==> src/rtl/byte_serializer_tx.sv <==
// MSB-first parallel-to-serial transmitter with valid/ready word accept and frame strobe.
// Optional even-parity bit after bit 0 is compiled in with `define BYTE_SERIALIZER_TX_PARITY_EN.
module byte_serializer_tx #(
  parameter int DATA_W = 8,
  parameter int GAP    = 1
) (
  input  logic              clk,
  input  logic              resetn,
  input  logic [DATA_W-1:0] d,
  input  logic              d_valid,
  output logic              d_ready,
  output logic              sdo,
  output logic              sframe,
  output logic              busy
);

  localparam int                CNT_W    = $clog2(DATA_W);
  localparam logic [CNT_W-1:0]  BIT_LAST = CNT_W'(DATA_W - 1);
  localparam logic [3:0]        GAP_LAST = (GAP == 0) ? 4'd0 : 4'(GAP - 1);

  typedef enum logic [1:0] {
    IDLE     = 2'd0,
    SHIFT    = 2'd1,
`ifdef BYTE_SERIALIZER_TX_PARITY_EN
    PARITY   = 2'd2,
`endif
    GAP_WAIT = 2'd3
  } state_t;

  state_t             state, state_n;
  logic [DATA_W-1:0]  shreg, shreg_n;
  logic [CNT_W-1:0]   bit_cnt, bit_cnt_n;
  logic [3:0]         gap_cnt, gap_cnt_n;
  logic               sdo_n, sframe_n, busy_n;
  logic               frame_end;
`ifdef BYTE_SERIALIZER_TX_PARITY_EN
  logic               parity_q, parity_n;
`endif

  assign d_ready = (state == IDLE);

  // NOTE: every signal written here gets a default first, so no path leaves one unassigned and no latch is inferred.
  always_comb begin
    state_n   = state;
    shreg_n   = shreg;
    bit_cnt_n = bit_cnt;
    gap_cnt_n = gap_cnt;
    sdo_n     = 1'b0;
    sframe_n  = 1'b0;
    frame_end = 1'b0;
`ifdef BYTE_SERIALIZER_TX_PARITY_EN
    parity_n  = parity_q;
`endif

    case (state)
      IDLE: begin
        if (d_valid) begin
          state_n   = SHIFT;
          shreg_n   = d;
          bit_cnt_n = '0;
          sdo_n     = d[DATA_W-1];
          sframe_n  = 1'b1;
`ifdef BYTE_SERIALIZER_TX_PARITY_EN
          parity_n  = ^d;
`endif
        end
      end
      SHIFT: begin
        if (bit_cnt == BIT_LAST) begin
`ifdef BYTE_SERIALIZER_TX_PARITY_EN
          state_n  = PARITY;
          sdo_n    = parity_q;
          sframe_n = 1'b1;
`else
          frame_end = 1'b1;
`endif
        end else begin
          // sdo currently shows shreg's MSB; the next bit sits just below it.
          bit_cnt_n = bit_cnt + 1'b1;
          shreg_n   = shreg << 1;
          sdo_n     = shreg[DATA_W-2];
          sframe_n  = 1'b1;
        end
      end
`ifdef BYTE_SERIALIZER_TX_PARITY_EN
      PARITY: frame_end = 1'b1;
`endif
      GAP_WAIT: begin
        if (gap_cnt == GAP_LAST) state_n = IDLE;
        else                     gap_cnt_n = gap_cnt + 1'b1;
      end
      default: state_n = IDLE;
    endcase

    if (frame_end) begin
      if (GAP == 0) begin
        state_n = IDLE;
      end else begin
        state_n   = GAP_WAIT;
        gap_cnt_n = '0;
      end
    end

    busy_n = (state_n != IDLE);
  end

  // NOTE: sequential state uses non-blocking assignments so all registers update from pre-edge values.
  always_ff @(posedge clk or negedge resetn) begin
    if (!resetn) begin
      state   <= IDLE;
      shreg   <= '0;
      bit_cnt <= '0;
      gap_cnt <= '0;
      sdo     <= 1'b0;
      sframe  <= 1'b0;
      busy    <= 1'b0;
`ifdef BYTE_SERIALIZER_TX_PARITY_EN
      parity_q <= 1'b0;
`endif
    end else begin
      state   <= state_n;
      shreg   <= shreg_n;
      bit_cnt <= bit_cnt_n;
      gap_cnt <= gap_cnt_n;
      sdo     <= sdo_n;
      sframe  <= sframe_n;
      busy    <= busy_n;
`ifdef BYTE_SERIALIZER_TX_PARITY_EN
      parity_q <= parity_n;
`endif
    end
  end

endmodule

==> config.mk <==
export PLATFORM = sky130hd
export DESIGN_NAME = byte_serializer_tx
export DESIGN_NICKNAME = d
export VERILOG_FILES = /design/src/rtl/byte_serializer_tx.sv
export SDC_FILE = /design/constraint.sdc
export NUM_CORES = 1
export LEC_CHECK = 0
export ABC_AREA = 0
export BUFFER_PORTS_ARGS = -buffer_cell sky130_fd_sc_hd__clkbuf_2
export CORE_MARGIN = 2
export CORE_UTILIZATION = 52
export CTS_BUF_LIST = sky130_fd_sc_hd__clkbuf_4
export DETAILED_ROUTE_END_ITERATION = 6
export GPL_TIMING_DRIVEN = 0
export PLACE_DENSITY = 0.78
export SKIP_CTS_REPAIR_TIMING = 1
export SYNTH_ARGS = -nofsm -noshare
export SYNTH_HDL_FRONTEND = slang
export SYNTH_SLANG_ARGS = --single-unit
==> constraint.sdc <==
create_clock -name clk -period 2 [get_ports clk]
set_clock_uncertainty 0.15 [all_clocks]
set_input_delay 0.1 -clock clk [delete_from_list [all_inputs] [get_ports clk]]
set_output_delay 0.1 -clock clk [all_outputs]
set_load 0.02 [all_outputs]
# --- Yosys cells after proc, flatten, opt, wreduce, memory -nomap -nowiden ---
# Index checks and enable logic that the tools add are counted.
totals:
  word_cells: 43
  output_inout_bits: 4
  ff_bits: 19
  in_bits: 11
classes:
  muxes: 21
  n_eq_ne: 6
  reduce_logical: 7
  n_addsub: 2
op_table:
  columns: ["operator", "count"]
  rows:
  - ["7-bit two-way mux", 2]
  - ["7-bit case mux with 2 select lines", 1]
  - ["4-bit two-way mux", 3]
  - ["1-bit two-way mux", 6]
  - ["2-bit two-way mux", 3]
  - ["3-bit two-way mux", 2]
  - ["2-bit != test (second input constant)", 3]
  - ["2-bit case mux with 3 select lines", 1]
  - ["3-bit case mux with 2 select lines", 1]
  - ["2-bit nonzero test", 3]
  - ["4-bit by 1-bit adder with 4-bit output (second input constant)", 1]
  - ["4-bit logical NOT", 1]
  - ["1-bit case mux with 2 select lines", 2]
  - ["3-bit by 1-bit adder with 3-bit output (second input constant)", 1]
  - ["3-bit == test (second input constant)", 1]
  - ["3-bit AND reduction", 1]
  - ["2-bit by 1-bit == test with 1-bit output (second input constant)", 1]
  - ["2-bit == test (second input constant)", 1]
  - ["2-bit logical NOT", 1]
  - ["2-bit AND reduction", 1]

# --- Depth between registers and ports, before layout ---
depth:
  ltp_word: 5
  ltp_mapped: 5
  ltp_nobuf: 5

# --- Worst setup path after synthesis ---
# OpenSTA, ideal clock, no wires.
synth_path:
  kind: "register -> register"
  start: "register bit_cnt[0]"
  end: "register bit_cnt[2]"
  arrival_ns: 1.604
  required_time_ns: 1.722
  period_less_slack_ns: 1.882
  path_buffers: 0
  path_slack_ns: 0.118
  stages_incl_launch_ff: 6
  setup_time_ns: 0.128
  cell_sequence: "dfrtp_1 ha_1 ha_1 nand2b_1 a21oi_4 mux2_1"
synth_via:
  elab_chain_cells: 3
  word_cells_on_any_way: 6
  cone_classes: "add/sub: 1; eq/ne: 2; mux: 2; reduce/logical: 1"
synth_rtl:
  columns: ["item", "line", "text"]
  rows:
  - ["from (decl)", "32", "logic [CNT_W-1:0] bit_cnt, bit_cnt_n;"]
  - ["from (signal assigned)", "123", "bit_cnt <= bit_cnt_n;"]
  - ["3-bit by 1-bit adder with 3-bit output or 3-bit == test (tied branches)", "79, 69", null]
  - ["3-bit two-way mux or 2-bit != test (tied branches)", null, null]
  - ["3-bit case mux with 2 select lines or 3-bit AND reduction (tied branches)", null, null]
# Parallel ways exist; a longest one is shown, timed or not. The select of a mux whose other input is x is not followed.
# A chain may end at the register's enable or synchronous reset.

# --- Final worst setup path ---
layout_path:
  start: "register bit_cnt[0]"
  end: "register shreg[2]"
layout_via:
  elab_chain_cells: 3
layout_rtl:
  columns: ["item", "line", "text"]
  rows:
  - ["3-bit == test", "69", "if (bit_cnt == BIT_LAST) begin"]
  - ["2-bit != test (no line)", null, null]
  - ["3-bit AND reduction (no line)", null, null]
  - ["to (signal assigned)", "122", "shreg <= shreg_n;"]
  - ["to (decl)", "31", "logic [DATA_W-1:0] shreg, shreg_n;"]
# Every way passes these cells.

==> flow_summary.ini <==
[run_status]
status = complete, no violations

[worst_setup_path]
reg2reg_slack_ns = 0.08
critPathMaxStageDelay_ns = 0.42
crit_fanout = 7
end_kind = flop
rr_worst_depth = 6
crit_path_start_kind = flop
arrival_ns = 1.96
slowest_stage = dfrtp_1
worst-setup-path-type = reg -> reg
r2r-end = shreg[2]
r2r_start = bit_cnt[0]
crit_chain = ha_1, ha_2, nand2b_1, a21oi_4, buf_4, mux2_4
worstPathRequired_ns = 2.04

[cts]
numCtsBuffers = 3
cts_tree = built
clkTransAtPathRegs_ns = 0.10
clk-insertion-delay-late_ns = 0.29
cts_buffer_depth = 2
htreeDepth = 1
cts-root-buf = clkbuf_4
clkSinkCount = 19

[logic_synthesis]
syn_nets = 100
synth_top_area_share = 0.465
ys_ff_latch = 19
async_flop_share = 1.00
synth_edf_count = 0
synth_most_common_cell = dfrtp_1
seq_area_frac_synth = 0.465
avgSynthCellArea_sq_um = 12.0
synthFlopType = dfrtp_1
synthTopCellsByCount = dfrtp_1, mux2_4, nand2_1
ys_types = 27
yosys-top-cells-area = dfrtp_1, mux2_4, ha_1
synth_area_sq_um = 1020
synth_area_leader_cell = dfrtp_1
ys.warnings.count = 0
syn_inst = 85

[worst_hold_path]
hold_path.class = in -> reg
hold_depth = 3
min-delay-start = d[1]
min_to = shreg[1]

[place]
dpl_cell_area_sq_um = 1130
dp_hpwl_microns = 1290
portBuffers = 14
globalplace.congestion = 0.853

[floorplanning]
fp.dieH_microns = 48.4
core_sq_um = 1900
die-area_sq_um = 2340
rows = 16
initial_core_util = 0.538
die_w_microns = 48.4
ios = 15

[timing]
setup-tns-final_ns = 0
period_share = 0.960
max-slew-margin-rel = 0.675
max_freq_mhz = 521
fin_crit_ns = 1.92
finalMaxSlewViolations = 0
setup_viol = 0
worst_pin_slew_ns = 0.483
hold_viol = 0

[layout]
n_fill_cell = 143
antenna_cells = 0
utilization = 0.634
post-route-cell-area_sq_um = 1200
layout-drive-gt1-share = 0.361
area_delta_synth_final_pct = 17.7
fin_nets = 124

[grt]
grt_pass1_vias = 687
grt_usage = 0.167
grt_max_degree = 20
grt_pass1_wl_microns = 3050
globalRouteOverflowTotal = 0
grt_antenna_before_repair = 0

[route]
drc = 0
drt_wl_total_microns = 1860
ant_nets = 0
dr_total_vias = 724
wl_per_cell_microns = 13.8
drt_iter0_drc = 18
vias_per_cell = 5.36
drt_pre_antenna_iters = 5

[power_and_ir_drop]
powerDensity_nw_per_um2 = 1530
peakVddDrop_mv = 0.731
power_uw = 1840
leakagePower_uw = 0.000570

[job]
max-cap-violations = 0
-- power by group --
part / total, uW / switching (uW) / internal, uW
clock: 206 / 115 / 91.1
combinational: 1040 / 431 / 604
sequential: 598 / 75.8 / 522
-- cell families after synthesis --
logic type,share of synthesized area
AOI/OAI and AO/OA,0.117
adders and majority gates,0.0489
buffers and inverters,0.0452
DFF,0.465
muxes,0.198
and+or+nand+nor,0.126
-- critical path, delay by kind of cell (launching register included) --
| family | cells | cell delay [ns] |
|---|---|---|
| flops | 1 | 0.42 |
| compound gates | 1 | 0.17 |
| fa+ha+maj | 2 | 0.42 |
| mux | 1 | 0.30 |
| buf+inv | 1 | 0.17 |
| simple gates | 1 | 0.19 |
-- placed cells by master (no fill, tap or decap), types with 2 or more instances in the layout --
cell type	instances
dlygate4sd3_1	3
clkbuf_4	4
nand3b_1	2
clkbuf_2	14
nor2_1	2
a22o_1	3
o21ai_0	3
nand3_1	4
buf_6	2
mux2_4	12
ha_1	3
buf_4	2
dfrtp_1	19
nand2b_1	3
a21oi_1	3
nand2_1	9
inv_1	4
o311ai_0	2
-- metal layers --
metal	wire, microns	share of wire	vias to the layer above	GRT usage
met4	13	0.0070	0	0.0571
met1	883	0.47	352	0.225
met2	893	0.48	21	0.273
met3	71	0.038	2	0.0309
li1	-	-	349	-
met5	0	0	-	0
-- flip-flops by register name (all words and copies together), names as in the netlist --
name     count
sframe       1
bit_cnt      3
shreg        7
busy         1
state        2
gap_cnt      4
sdo          1
-- worst max-delay path by stage --
stage / from / endpoint / slack, ns / depth (start not counted)
after floorplan: bit_cnt[0] / bit_cnt[2] / 0.12 / 5
after global placement: bit_cnt[0] / bit_cnt[2] / 0.0006 / 5
after detailed placement: bit_cnt[0] / bit_cnt[2] / -0.03 / 5
after CTS: bit_cnt[0] / bit_cnt[2] / -0.05 / 5
after global routing: bit_cnt[0] / bit_cnt[2] / -0.004 / 6
final: bit_cnt[0] / shreg[2] / 0.08 / 6
-- area by class of cell --
| class | count | area [sq um] | share of cell area |
|---|---|---|---|
| inverter | 4 | 15.0 | 0.0125 |
| multi-input combinational | 58 | 504 | 0.418 |
| clock buffer | 4 | 30.0 | 0.0249 |
| timing repair buffer | 19 | 115 | 0.0955 |
| tap | 27 | 33.8 | 0.0280 |
| sequential | 19 | 475 | 0.395 |
| buffer | 4 | 31.3 | 0.0260 |
-- through the flow --
stage	worst slack, ns	hold slack, ns	std cells
floorplan	0.118	-0.346	85
global placement	0.000595	-0.0820	126
detailed placement	-0.0266	-0.0763	126
CTS	-0.0458	-0.397	130
global route	-0.00353	0.0140	135
finish	0.0794	0.0100	135
(Power assumes the default switching activity.)
